`src/rtl/sal_bk_ctrl.sv`:
```
// Per-bank controller: buffers one request, tracks the row state and raises
// act/rd/wr/pre/ref requests toward the scheduler once intra-bank timing is met.
module sal_bk_ctrl #(
    parameter int unsigned BK_ID = 0,
    parameter int unsigned BA_W  = 3,
    parameter int unsigned RA_W  = 14,
    parameter int unsigned CA_W  = 10,
    parameter int unsigned ID_W  = 4,
    parameter int unsigned LEN_W = 4,
    parameter int unsigned SEQ_W = 8,
    parameter int unsigned TW    = 8
) (
    input  logic             clk,
    input  logic             rst_n,
    // timing monitor
    input  logic [TW-1:0]    t_rc_m1_i,
    input  logic [TW-1:0]    t_rcd_m1_i,
    input  logic [TW-1:0]    t_rp_m1_i,
    input  logic [TW-1:0]    t_ras_m1_i,
    input  logic [TW-1:0]    t_rfc_m1_i,
    input  logic [TW-1:0]    t_rtp_m1_i,
    input  logic [TW-1:0]    t_wtp_m1_i,
    input  logic [TW-1:0]    row_open_cnt_i,
    // request destination
    input  logic             req_valid_i,
    output logic             req_ready_o,
    input  logic             req_wr_i,
    input  logic [ID_W-1:0]  req_id_i,
    input  logic [LEN_W-1:0] req_len_i,
    input  logic [SEQ_W-1:0] req_seq_num_i,
    input  logic [RA_W-1:0]  req_ra_i,
    input  logic [CA_W-1:0]  req_ca_i,
    // refresh handshake
    input  logic             ref_req_i,
    output logic             ref_ack_o,
    // request to scheduler
    output logic             bk_act_req_o,
    output logic             bk_rd_req_o,
    output logic             bk_wr_req_o,
    output logic             bk_pre_req_o,
    output logic             bk_ref_req_o,
    output logic [BA_W-1:0]  bk_ba_o,
    output logic [RA_W-1:0]  bk_ra_o,
    output logic [CA_W-1:0]  bk_ca_o,
    output logic [SEQ_W-1:0] bk_seq_num_o,
    output logic [ID_W-1:0]  bk_id_o,
    output logic [LEN_W-1:0] bk_len_o,
    // grant from scheduler
    input  logic             bk_act_gnt_i,
    input  logic             bk_rd_gnt_i,
    input  logic             bk_wr_gnt_i,
    input  logic             bk_pre_gnt_i,
    input  logic             bk_ref_gnt_i
);

    typedef enum logic [1:0] {
        CLOSED  = 2'd0,
        OPEN    = 2'd1,
        REFRESH = 2'd2
    } state_t;

    state_t             state_q;
    logic               ref_q;
    logic               buf_valid_q;
    logic               buf_wr_q;
    logic [ID_W-1:0]    buf_id_q;
    logic [LEN_W-1:0]   buf_len_q;
    logic [SEQ_W-1:0]   buf_seq_q;
    logic [RA_W-1:0]    buf_ra_q;
    logic [CA_W-1:0]    buf_ca_q;
    logic [RA_W-1:0]    open_row_q;
    logic [TW-1:0]      rc_q, rcd_q, rp_q, ras_q, rfc_q, rtp_q, wtp_q;
    logic [TW-1:0]      idle_q;

    logic rc_met, rcd_met, rp_met, ras_met, rfc_met, rtp_met, wtp_met;
    logic hit, miss, timeout;
    logic act_req, rd_req, wr_req, pre_req, ref_req;
    logic act_fire, rd_fire, wr_fire, pre_fire, ref_fire;

    // Loads on a grant, otherwise counts down and saturates at zero.
    function automatic logic [TW-1:0] tick(input logic ld, input logic [TW-1:0] m1,
                                           input logic [TW-1:0] cur);
        if (ld) return m1;
        if (cur == '0) return '0;
        return cur - 1'b1;
    endfunction

    always_comb begin
        rc_met  = (rc_q  == '0);
        rcd_met = (rcd_q == '0);
        rp_met  = (rp_q  == '0);
        ras_met = (ras_q == '0);
        rfc_met = (rfc_q == '0);
        rtp_met = (rtp_q == '0);
        wtp_met = (wtp_q == '0);
        hit     = buf_valid_q && (buf_ra_q == open_row_q);
        miss    = buf_valid_q && (buf_ra_q != open_row_q);
        timeout = !buf_valid_q && (idle_q == row_open_cnt_i);

        act_req = 1'b0;
        rd_req  = 1'b0;
        wr_req  = 1'b0;
        pre_req = 1'b0;
        ref_req = 1'b0;
        unique case (state_q)
            CLOSED: begin
                if (ref_q) begin
                    ref_req = rp_met && rc_met;
                end else begin
                    act_req = buf_valid_q && rp_met && rc_met && rfc_met;
                end
            end
            OPEN: begin
                // A pending hit blocks the precharge until it has been served.
                if (hit) begin
                    rd_req = rcd_met && !buf_wr_q;
                    wr_req = rcd_met && buf_wr_q;
                end else begin
                    pre_req = (miss || ref_q || timeout) && ras_met && rtp_met && wtp_met;
                end
            end
            default: ;
        endcase
    end

    assign act_fire = act_req && bk_act_gnt_i;
    assign rd_fire  = rd_req  && bk_rd_gnt_i;
    assign wr_fire  = wr_req  && bk_wr_gnt_i;
    assign pre_fire = pre_req && bk_pre_gnt_i;
    assign ref_fire = ref_req && bk_ref_gnt_i;

    assign bk_act_req_o = act_req;
    assign bk_rd_req_o  = rd_req;
    assign bk_wr_req_o  = wr_req;
    assign bk_pre_req_o = pre_req;
    assign bk_ref_req_o = ref_req;
    assign bk_ba_o      = rst_n ? BA_W'(BK_ID) : '0;
    assign bk_ra_o      = act_req ? buf_ra_q : open_row_q;
    assign bk_ca_o      = buf_ca_q;
    assign bk_seq_num_o = buf_seq_q;
    assign bk_id_o      = buf_id_q;
    assign bk_len_o     = buf_len_q;
    assign ref_ack_o    = ref_fire;
    assign req_ready_o  = rst_n && !buf_valid_q && !ref_req_i;

    always_ff @(posedge clk or negedge rst_n) begin
        if (!rst_n) begin
            state_q     <= CLOSED;
            ref_q       <= 1'b0;
            buf_valid_q <= 1'b0;
            buf_wr_q    <= 1'b0;
            buf_id_q    <= '0;
            buf_len_q   <= '0;
            buf_seq_q   <= '0;
            buf_ra_q    <= '0;
            buf_ca_q    <= '0;
            open_row_q  <= '0;
            rc_q        <= '0;
            rcd_q       <= '0;
            rp_q        <= '0;
            ras_q       <= '0;
            rfc_q       <= '0;
            rtp_q       <= '0;
            wtp_q       <= '0;
            idle_q      <= '0;
        end else begin
            // Masking with the ack keeps a slow-dropping source from re-arming refresh.
            ref_q <= ref_req_i && !ref_fire;

            if (rd_fire || wr_fire) begin
                buf_valid_q <= 1'b0;
            end else if (req_valid_i && req_ready_o) begin
                buf_valid_q <= 1'b1;
                buf_wr_q    <= req_wr_i;
                buf_id_q    <= req_id_i;
                buf_len_q   <= req_len_i;
                buf_seq_q   <= req_seq_num_i;
                buf_ra_q    <= req_ra_i;
                buf_ca_q    <= req_ca_i;
            end

            rc_q  <= tick(act_fire || ref_fire, t_rc_m1_i, rc_q);
            rcd_q <= tick(act_fire, t_rcd_m1_i, rcd_q);
            ras_q <= tick(act_fire, t_ras_m1_i, ras_q);
            rp_q  <= tick(pre_fire, t_rp_m1_i, rp_q);
            rfc_q <= tick(ref_fire, t_rfc_m1_i, rfc_q);
            rtp_q <= tick(rd_fire, t_rtp_m1_i, rtp_q);
            wtp_q <= tick(wr_fire, t_wtp_m1_i, wtp_q);

            if (act_fire || rd_fire || wr_fire) begin
                idle_q <= '0;
            end else if (state_q == OPEN && !buf_valid_q && idle_q < row_open_cnt_i) begin
                idle_q <= idle_q + 1'b1;
            end

            unique case (state_q)
                CLOSED: begin
                    if (ref_fire) begin
                        state_q <= REFRESH;
                    end else if (act_fire) begin
                        state_q    <= OPEN;
                        open_row_q <= buf_ra_q;
                    end
                end
                OPEN: begin
                    if (pre_fire) state_q <= CLOSED;
                end
                REFRESH: begin
                    if (rfc_met) state_q <= CLOSED;
                end
                default: state_q <= CLOSED;
            endcase
        end
    end

    // Grants without their request bit are dropped by the fire gating above.
    a_act_gnt: assert property (@(posedge clk) disable iff (!rst_n) bk_act_gnt_i |-> act_req);
    a_rd_gnt:  assert property (@(posedge clk) disable iff (!rst_n) bk_rd_gnt_i  |-> rd_req);
    a_wr_gnt:  assert property (@(posedge clk) disable iff (!rst_n) bk_wr_gnt_i  |-> wr_req);
    a_pre_gnt: assert property (@(posedge clk) disable iff (!rst_n) bk_pre_gnt_i |-> pre_req);
    a_ref_gnt: assert property (@(posedge clk) disable iff (!rst_n) bk_ref_gnt_i |-> ref_req);
    a_onehot:  assert property (@(posedge clk) disable iff (!rst_n)
                   $onehot0({act_req, rd_req, wr_req, pre_req, ref_req}));

endmodule

```
`config.mk`:
```
export PLATFORM = sky130hd
export DESIGN_NAME = sal_bk_ctrl
export DESIGN_NICKNAME = d
export VERILOG_FILES = /design/src/rtl/sal_bk_ctrl.sv
export SDC_FILE = /design/constraint.sdc
export NUM_CORES = 1
export LEC_CHECK = 0
export CORE_UTILIZATION = 29
export CTS_BUF_LIST = sky130_fd_sc_hd__clkbuf_4 sky130_fd_sc_hd__clkbuf_8
export CTS_CLUSTER_SIZE = 40
export DETAILED_ROUTE_END_ITERATION = 16
export PLACE_DENSITY = 0.5
export REMOVE_ABC_BUFFERS = 1
export SYNTH_ARGS = -nofsm -noshare
export SYNTH_HDL_FRONTEND = slang
export SYNTH_SLANG_ARGS = --single-unit
```
`constraint.sdc`:
```
create_clock -name clk -period 3.8 [get_ports clk]
set_clock_uncertainty 0.05 [all_clocks]
set_input_delay 0.95 -clock clk [delete_from_list [all_inputs] [get_ports clk]]
set_output_delay 0.95 -clock clk [all_outputs]
set_load 0.01 [all_outputs]
```
==> run summary <==
- final period demand of the worst path: 3.74 ns
- delay-heaviest family, CP: simple AND/OR/NAND/NOR gates
- Most common cell on crit path: buf_6
- CTS Buffer Depth: 2
- number of nets in the final layout: 960
- worst min-delay path startpoint: bk_len_o[3]
- library cell with the highest instance count after synthesis: dfrtp_1
- type of the worst setup path: flip-flop to output port
- total routed wirelength: 17800 um
- setup tns final: 0 ns
- slew at the pin closest to its max-slew limit: 1.05 ns
- TritonCTS buffer count: 17
- launch point of the critical path: rp_q[3]
- Synth top area share: 0.468
- area leader, netlist: dfrtp_1
- post-detailed-route via-to-cell ratio: 4.78
- maximum fanout count along the critical path: 5
- number of distinct library cells after synthesis: 52
- share of the cycle needed by the critical path after routing: 0.984
- final setup fails: 0
- horizontal die dimension: 153 um
- sum of buffers and inverters on the critical path: 4
- setup repair after global routing missed its margin: true
- worst r2r dst: rfc_q[6]
- Async S/R FF share, synth: 1.00
- Avg Synthesized Cell Area: 10.4 um2
- Crit-path slowest cell: or4_4
- Clock Sink Count: 123
- via count of the first global-routing pass: 5844
- final hold vios: 0
- worst hold-check path type: flip-flop to flip-flop
- CTS H-tree lvls: 4
- hpwl dp: 12800 um
- global-route usage over all layers: 0.160
- Power Dens Cells: 422 nW/um2
- list of most frequent post-synthesis cells: 123 x dfrtp_1, 74 x nand2_1, 72 x mux2_2
- post-synthesis sequential element count: 123
- relative slew slack: 0.302
- Seq/Total Area, Yosys: 0.468
- post-layout power: 3.92 mW
- dominant synthesized flop cell: dfrtp_1
- Hold Crit Depth: 1
- clock transition at the registers of the reported paths: 0.08 ns
- first-pass GRT wire length: 29200 um
- critical path's largest stage delay: 0.51 ns
- run status: complete, but fails checks
- violated checks: DRC
- GP Congestion: 0.791
- diode insertion count for antenna repair: 0
- final instance count without filler cells: 1123
- TritonCTS clock tree: yes
- later-pin clock latency in the skew report: 0.44 ns
- master cell of the clock root buffer: clkbuf_8
- drc violations: 7
- total global routing overflow: 0
- top post-synthesis cells by area: dfrtp_1 47%, mux2_2 12%, nand2_1 4.2%
- number of cells produced by synthesis: 632
- I/O Pins: 164
- required time at the endpoint of the critical path: 2.80 ns
- number of flops mapped to enable cells by yosys: 0
- highest clock rate: 268 MHz
- routed wirelength normalized by instance count: 15.8 um
- Slew Limit Fails: 0
- worst hold slack: 0.460 ns
- number of cells on the worst reg-to-reg path: 5
- vertical die dimension: 153 um
- fraction of layout instances using a drive strength above 1: 0.236
- critical path cell sequence: or3_4, or4_4, nor4_4, buf_6, buf_16, buf_12, mux2_4, buf_6
- total die area: 23300 um2
- yosys synthesis warning count: 0
- max-capacitance violation count: 0
- maximum number of pins on one net before global-route repair: 76
- destination of the worst hold path: bk_len_o[3]
- Worst VDD drop: 0.307 mV
- detailed-route via count: 5366
- kind of start point of the critical path: flip-flop
- row count: 54
- first drt pass iteration count: 13
- cell area after synthesis: 6570 um2
- Std-Cell Core Area: 22000 um2
- count of input and output buffers: 160
- worst flop-to-flop path startpoint: rp_q[3]
- number of antenna violations at the first check in global routing: 0
- placed cell count: 1072
- reg2reg setup slack: 1.06 ns
- ANT nets after route: 0
- leakage power: 4.11 nW
- Initial Util: 0.298
- Synth-to-Final Area Change: 41.2%
- worst path arrival time: 2.74 ns
- violation count after the first detailed-route iteration: 164
- sort of element at the end of the critical path: output port
- hold-fix buffer count after cts: 0
[kinds of logic (layout without fill, tap and decap cells)]
family | after synthesis | after routing | share of synthesized area
adders and majority gates | 16 | 16 | 0.0305
muxes | 86 | 86 | 0.146
xor gates and xnor gates | 36 | 36 | 0.0480
buffers and inverters | 54 | 263 | 0.0362
DFF | 123 | 123 | 0.468
and+or+nand+nor | 240 | 240 | 0.196
other | 1 | 3 | 0.000571
AOI/OAI and AO/OA | 76 | 76 | 0.0741
[area by class of cell]
class                           count  area (um2)
Fill cell                        2110       12700
Multi-Input combinational cell    457        3380
Sequential cell                   123        3080
Timing Repair Buffer              201        1930
Tap cell                          280         350
Clock buffer                       18         241
Clock inverter                     14         185
Inverter                           30         113
[through the flow]
step | util | setup WS, ns | cell area, um2
2_1_floorplan | - | 0.393 | 6450
3_3_place_gp | 0.390 | 0.0354 | 8600
3_5_place_dp | 0.390 | -0.0251 | 8600
4_1_cts | 0.417 | -0.00370 | 9190
5_1_grt | 0.421 | -0.0444 | 9280
6_report | 0.421 | 0.0617 | 9280
[worst register-to-register path: cells and delay by family (launching register included)]
family,cells,cell delay [ns]
buf+inv,1,0.17
flops,1,0.40
mux,1,0.41
simple gates,3,1.60
[layout by cell type, fill, tap and decap left out, types with 17 or more instances in the layout]
cell	instances
a21oi_1	22
buf_4	35
clkbuf_8	17
clkdlybuf4s50_1	142
dfrtp_1	122
inv_1	28
mux2_2	66
nand2_1	73
nor2_1	45
nor3_1	31
o21ai_0	19
xnor2_1	24
[registers in the layout, indices dropped and copies added, names as in the netlist]
| name | cells |
|---|---|
| wtp_q | 8 |
| ras_q | 8 |
| bk_len_o | 4 |
| bk_ca_o | 10 |
| bk_id_o | 4 |
| buf_valid_q | 1 |
| ref_q | 1 |
| state_q | 2 |
| rp_q | 8 |
| rfc_q | 8 |
| idle_q | 8 |
| rtp_q | 8 |
| buf_wr_q | 1 |
| open_row_q | 14 |
| rcd_q | 8 |
| rc_q | 8 |
| buf_ra_q | 14 |
| bk_seq_num_o | 8 |
[worst max-delay path by stage]
stage | end | cells past startpoint | slack [ns]
6_report | bk_ra_o[8] | 8 | 0.06
5_1_grt | bk_ra_o[8] | 8 | -0.04
4_1_cts | bk_ra_o[1] | 8 | -0.004
3_5_place_dp | bk_pre_req_o | 8 | -0.03
3_3_place_gp | bk_pre_req_o | 8 | 0.04
2_1_floorplan | bk_ra_o[0] | 5 | 0.39
[metal layers]
metal | up-vias | global-route usage | part of all wire
li1 | 2611 | - | -
met1 | 2575 | 0.188 | 0.44
met2 | 153 | 0.271 | 0.48
met3 | 27 | 0.0503 | 0.062
met4 | 0 | 0.0669 | 0.023
met5 | - | 0 | 0
[power breakdown]
group	switching [mW]	internal, mW
sequential	0.187	1.53
combinational	0.335	0.595
clock	0.596	0.671
[repair_timing]
item,in CTS,in global routing
resized for setup,71,18
pin swaps,6,5
cloned,1,0
setup buffers,10,8
endpoints found under the setup margin,17,18
Note: power is estimated with default switching activity, not from simulation.
==> RTL change 1: new RTL, same settings <==
Re-encode `state_t` (3 states) as one-hot, 3 bits wide.
--- a/src/rtl/sal_bk_ctrl.sv
+++ b/src/rtl/sal_bk_ctrl.sv
@@ -53,10 +53,10 @@
     input  logic             bk_ref_gnt_i
 );
 
-    typedef enum logic [1:0] {
-        CLOSED  = 2'd0,
-        OPEN    = 2'd1,
-        REFRESH = 2'd2
+    typedef enum logic [2:0] {
+        CLOSED  = 3'b001,
+        OPEN    = 3'b010,
+        REFRESH = 3'b100
     } state_t;
 
     state_t             state_q;
Formal check against the unedited RTL: same outputs for any inputs over 4 cycles, from zero or initial values and one cycle with rst_n low; so few cycles prove little.
==> RTL change 1 against the original RTL <==
  * The run still ends with design-rule violations left
  * Synthesized area about the same
  * Worst setup slack got worse by 0.0030 ns
  * Global-route usage down 0.53 points
  * Power is 0.59% lower
  * Via count fell by 3.2%
  * Sequential share of layout area rose by 0.64 points
  * Count of clock-buffer cells in the layout did not move
  * Wire length shrank 2.5%
  * Design area decreased by 1.1%
  * Utilization is 0.47 points lower
  * Sequential cell count increased by 1
  * Critical path type unchanged
  * Largest power group unchanged
==> RTL change 1: results (changes against the original RTL) <==
stage,metric,value,unit,change
run_status,run status,"finished, violations left",,
run_status,failing checks,design-rule violations,,
power,Leak Pwr,3.98,nW,-3.1%
finish,layout cells sized above 1,0.221,,-0.0153
place,"number of placed instances, taps included",1058,,-1.3%
yosys,"Seq/Total Area, Yosys",0.472,,+0.00391
power,total combinational power,0.000883,W,-5.2%
power,Tot Pwr,0.00389,W,-0.59%
global_routing,met3 Use GR,0.0594,,+0.00910
routing,DR WL met3,1.28,mm,+15%
finish,footprint of the multi-input gates,3330,um2,-1.5%
finish,register share of the cell area,0.338,,+0.00644
yosys,multiplexer area fraction after synthesis,0.146,,about the same
place,pre-CTS WS,-0.501,ns,-0.476 ns
routing,DRT met1 WL,7.51,mm,-3.6%
finish,nets@finish,937,,-2.4%
global_routing,vias in the first global route,5561,,-4.8%
finish,synthesis-to-finish area growth,39.6,%,
power,Cell Int Power,0.00284,W,+1.6%
routing,# DRC,7,,unchanged
global_routing,grt met1 use,0.184,,-0.00421
finish,Inverters,28,,-6.7%
global_routing,GRT Util Overall,0.155,,-0.00535
setup_path,crit-path max FO,7,,+2
place,Detail Placement HPWL,12.6,mm,-1.5%
finish,filler instances,2097,,-0.62%
-- RTL change 1: cell types whose count changed in the layout (fill, tap and decap cells not counted), sizes merged, moves of 5 or more --
| cell | change |
|---|---|
| inv | -5 |
| a21oi | -7 |
| nor3 | -9 |
| nand2 | +5 |
| a21o | -13 |
| buf | -6 |
-- RTL change 1: path summary, 6_finish.rpt --
kind / endpoint / slack [ns] / startpoint / cells past startpoint
min reg2reg: rfc_q[0] / 0.45 / rfc_q[0] / 1
max reg2reg: rp_q[5] / 1.12 / wtp_q[3] / 7
min: rfc_q[0] / 0.45 / rfc_q[0] / 1
max: bk_ra_o[4] / 0.06 / rc_q[1] / 9
max in group asynchronous: state_q[1] / 1.64 / rst_n / 3
min in group asynchronous: rp_q[4] / 0.60 / rst_n / 2
-- RTL change 1: timing repair --
action	CTS	global route
resized for setup	102	7
setup endpoints to repair	17	19
hold endpoints to repair	0	0
setup buffers	8	4
cloned	1	0
pin swaps	5	4
==> RTL change 2: new RTL, same flow settings <==
Without the edit above. Set the parameter `SEQ_W` to 7 (it was 8).
--- a/src/rtl/sal_bk_ctrl.sv
+++ b/src/rtl/sal_bk_ctrl.sv
@@ -7,7 +7,7 @@
     parameter int unsigned CA_W  = 10,
     parameter int unsigned ID_W  = 4,
     parameter int unsigned LEN_W = 4,
-    parameter int unsigned SEQ_W = 8,
+    parameter int unsigned SEQ_W = 7,
     parameter int unsigned TW    = 8
 ) (
     input  logic             clk,
Interface: changed (resized bk_seq_num_o and req_seq_num_i); port bits go from 164 to 162. No check against the original RTL was run, so the function may have changed too.
==> RTL change 2 against the original RTL <==
  * The run ends with negative setup slack left
  * Synthesized area shrank 1.5%
  * Wire length is 0.19% higher
  * Critical path depth increased by 1
  * Power is 3.0% lower
  * Die area shrank 1.4%
  * Worst setup slack worse by 0.18 ns
  * Utilization down 0.66 points
  * Sequential cell count is 1 lower
  * Design area decreased by 2.2%
  * Clock power is 7% lower
  * Global-route usage grew 0.30 points
==> RTL change 2: results (changes against the original RTL) <==
stage,metric,value,unit,change
run_status,run status,"finished, violations left",,
run_status,failing checks,negative setup slack,,
setup_path,reg2reg setup slack,0.80,ns,-0.26 ns
power,Leak Pwr,4.03,nW,-2.0%
power,power density over cell area,418,nW/um2,-0.88%
setup_path,Register-to-Register Path Depth,8,,+3
yosys,Synth cell types,50,,-3.8%
setup_path,crit path DAT,2.91,ns,+0.17 ns
place,IO Port Bufs,158,,-1.3%
sta,final count of negative-setup-slack endpoints,14,,+14
sta,Final Worst Setup Slack,-0.114,ns,-0.176 ns
min_path,Hold Path Origin,bk_id_o[1],,
place,"number of placed instances, taps included",1066,,-0.56%
place,pre-CTS WS,-0.140,ns,-0.115 ns
yosys,Synth area leaders,"dfrtp_1, mux2_2, nand2_1",,
setup_path,crit path from,rfc_q[0],,
setup_path,Reg2Reg Launch Point,rfc_q[0],,
global_routing,vias in the first global route,5752,,-1.6%
sta,final hold slack,0.465,ns,+0.00411 ns
routing,wire per inst,16.2,um,+2.0%
setup_path,capturing point of the worst reg2reg path,idle_q[4],,
power,Max rail drop VDD,0.000335,V,+9.4%
yosys,post-synthesis xor/xnor area fraction,0.0460,,-0.00199
sta,final setup TNS,-1.52,ns,-1.52 ns
global_routing,largest net degree at the start of global routing,70,,-7.9%
power,Net Sw Frac,0.292,,+0.00653
yosys,Synth Area in Compound Gates,0.0823,,+0.00825
setup_path,Critical Path Sink,bk_ra_o[7],,
routing,drt pass-1 iters,4,,-9
setup_path,crit-path max FO,7,,+2
place,Detail Placement HPWL,13.0,mm,+1.3%
yosys,Cells after Synth,629,,-0.47%
yosys,"Seq/Total Area, Yosys",0.471,,+0.00310
global_routing,GRT Util Overall,0.163,,+0.00302
-- RTL change 2: cell types whose count changed after synthesis, sizes merged, moves of 4 or more --
| cell | delta |
|---|---|
| clkbuf | +5 |
| xnor2 | -4 |
| nand3 | +4 |
| a22o | +4 |
| nor2b | +4 |
| a21o | -5 |
| o31ai | +5 |
| nor3 | -9 |
| nor2 | -8 |
| nand2 | +6 |
-- RTL change 2: cell type report --
class | count | area share
inverters | 30 | 0.0124
diodes | 1 | 0.000276
clock inverters | 15 | 0.0182
well taps | 280 | 0.0386
repair buffers | 189 | 0.204
multi-input cells | 449 | 0.364
clock buffers | 17 | 0.0258
flip-flops and latches | 122 | 0.336
-- RTL change 2: timing repair --
| item | in CTS | in global routing |
|---|---|---|
| endpoints found under the setup margin | 20 | 19 |
| buffers inserted | 2 | 2 |
| pin swaps | 3 | 2 |
| gates cloned | 1 | 0 |
| gates resized for setup | 94 | 13 |
-- RTL change 2: kinds of logic (layout without fill, tap and decap cells) --
group / after synthesis / after routing
mux: 85 / 85
other cells: 1 / 4
buf+inv: 60 / 251
xor+xnor: 34 / 34
simple gates: 230 / 230
fa+ha+maj: 16 / 16
flops: 122 / 122
compound gates: 81 / 81
-- RTL change 2: per-layer routing --
metal | GRT usage | part of all wire
met5 | 0 | 0
met4 | 0.0460 | 0.012
met3 | 0.0581 | 0.077
met2 | 0.261 | 0.46
met1 | 0.206 | 0.45
-- RTL change 2: worst reg2reg max path: cells and delay by family (launching register included) --
family,cells,cell delay [ns]
simple gates,3,1.59
flops,1,0.39
fa+ha+maj,1,0.17
buf+inv,2,0.24
compound gates,2,0.44
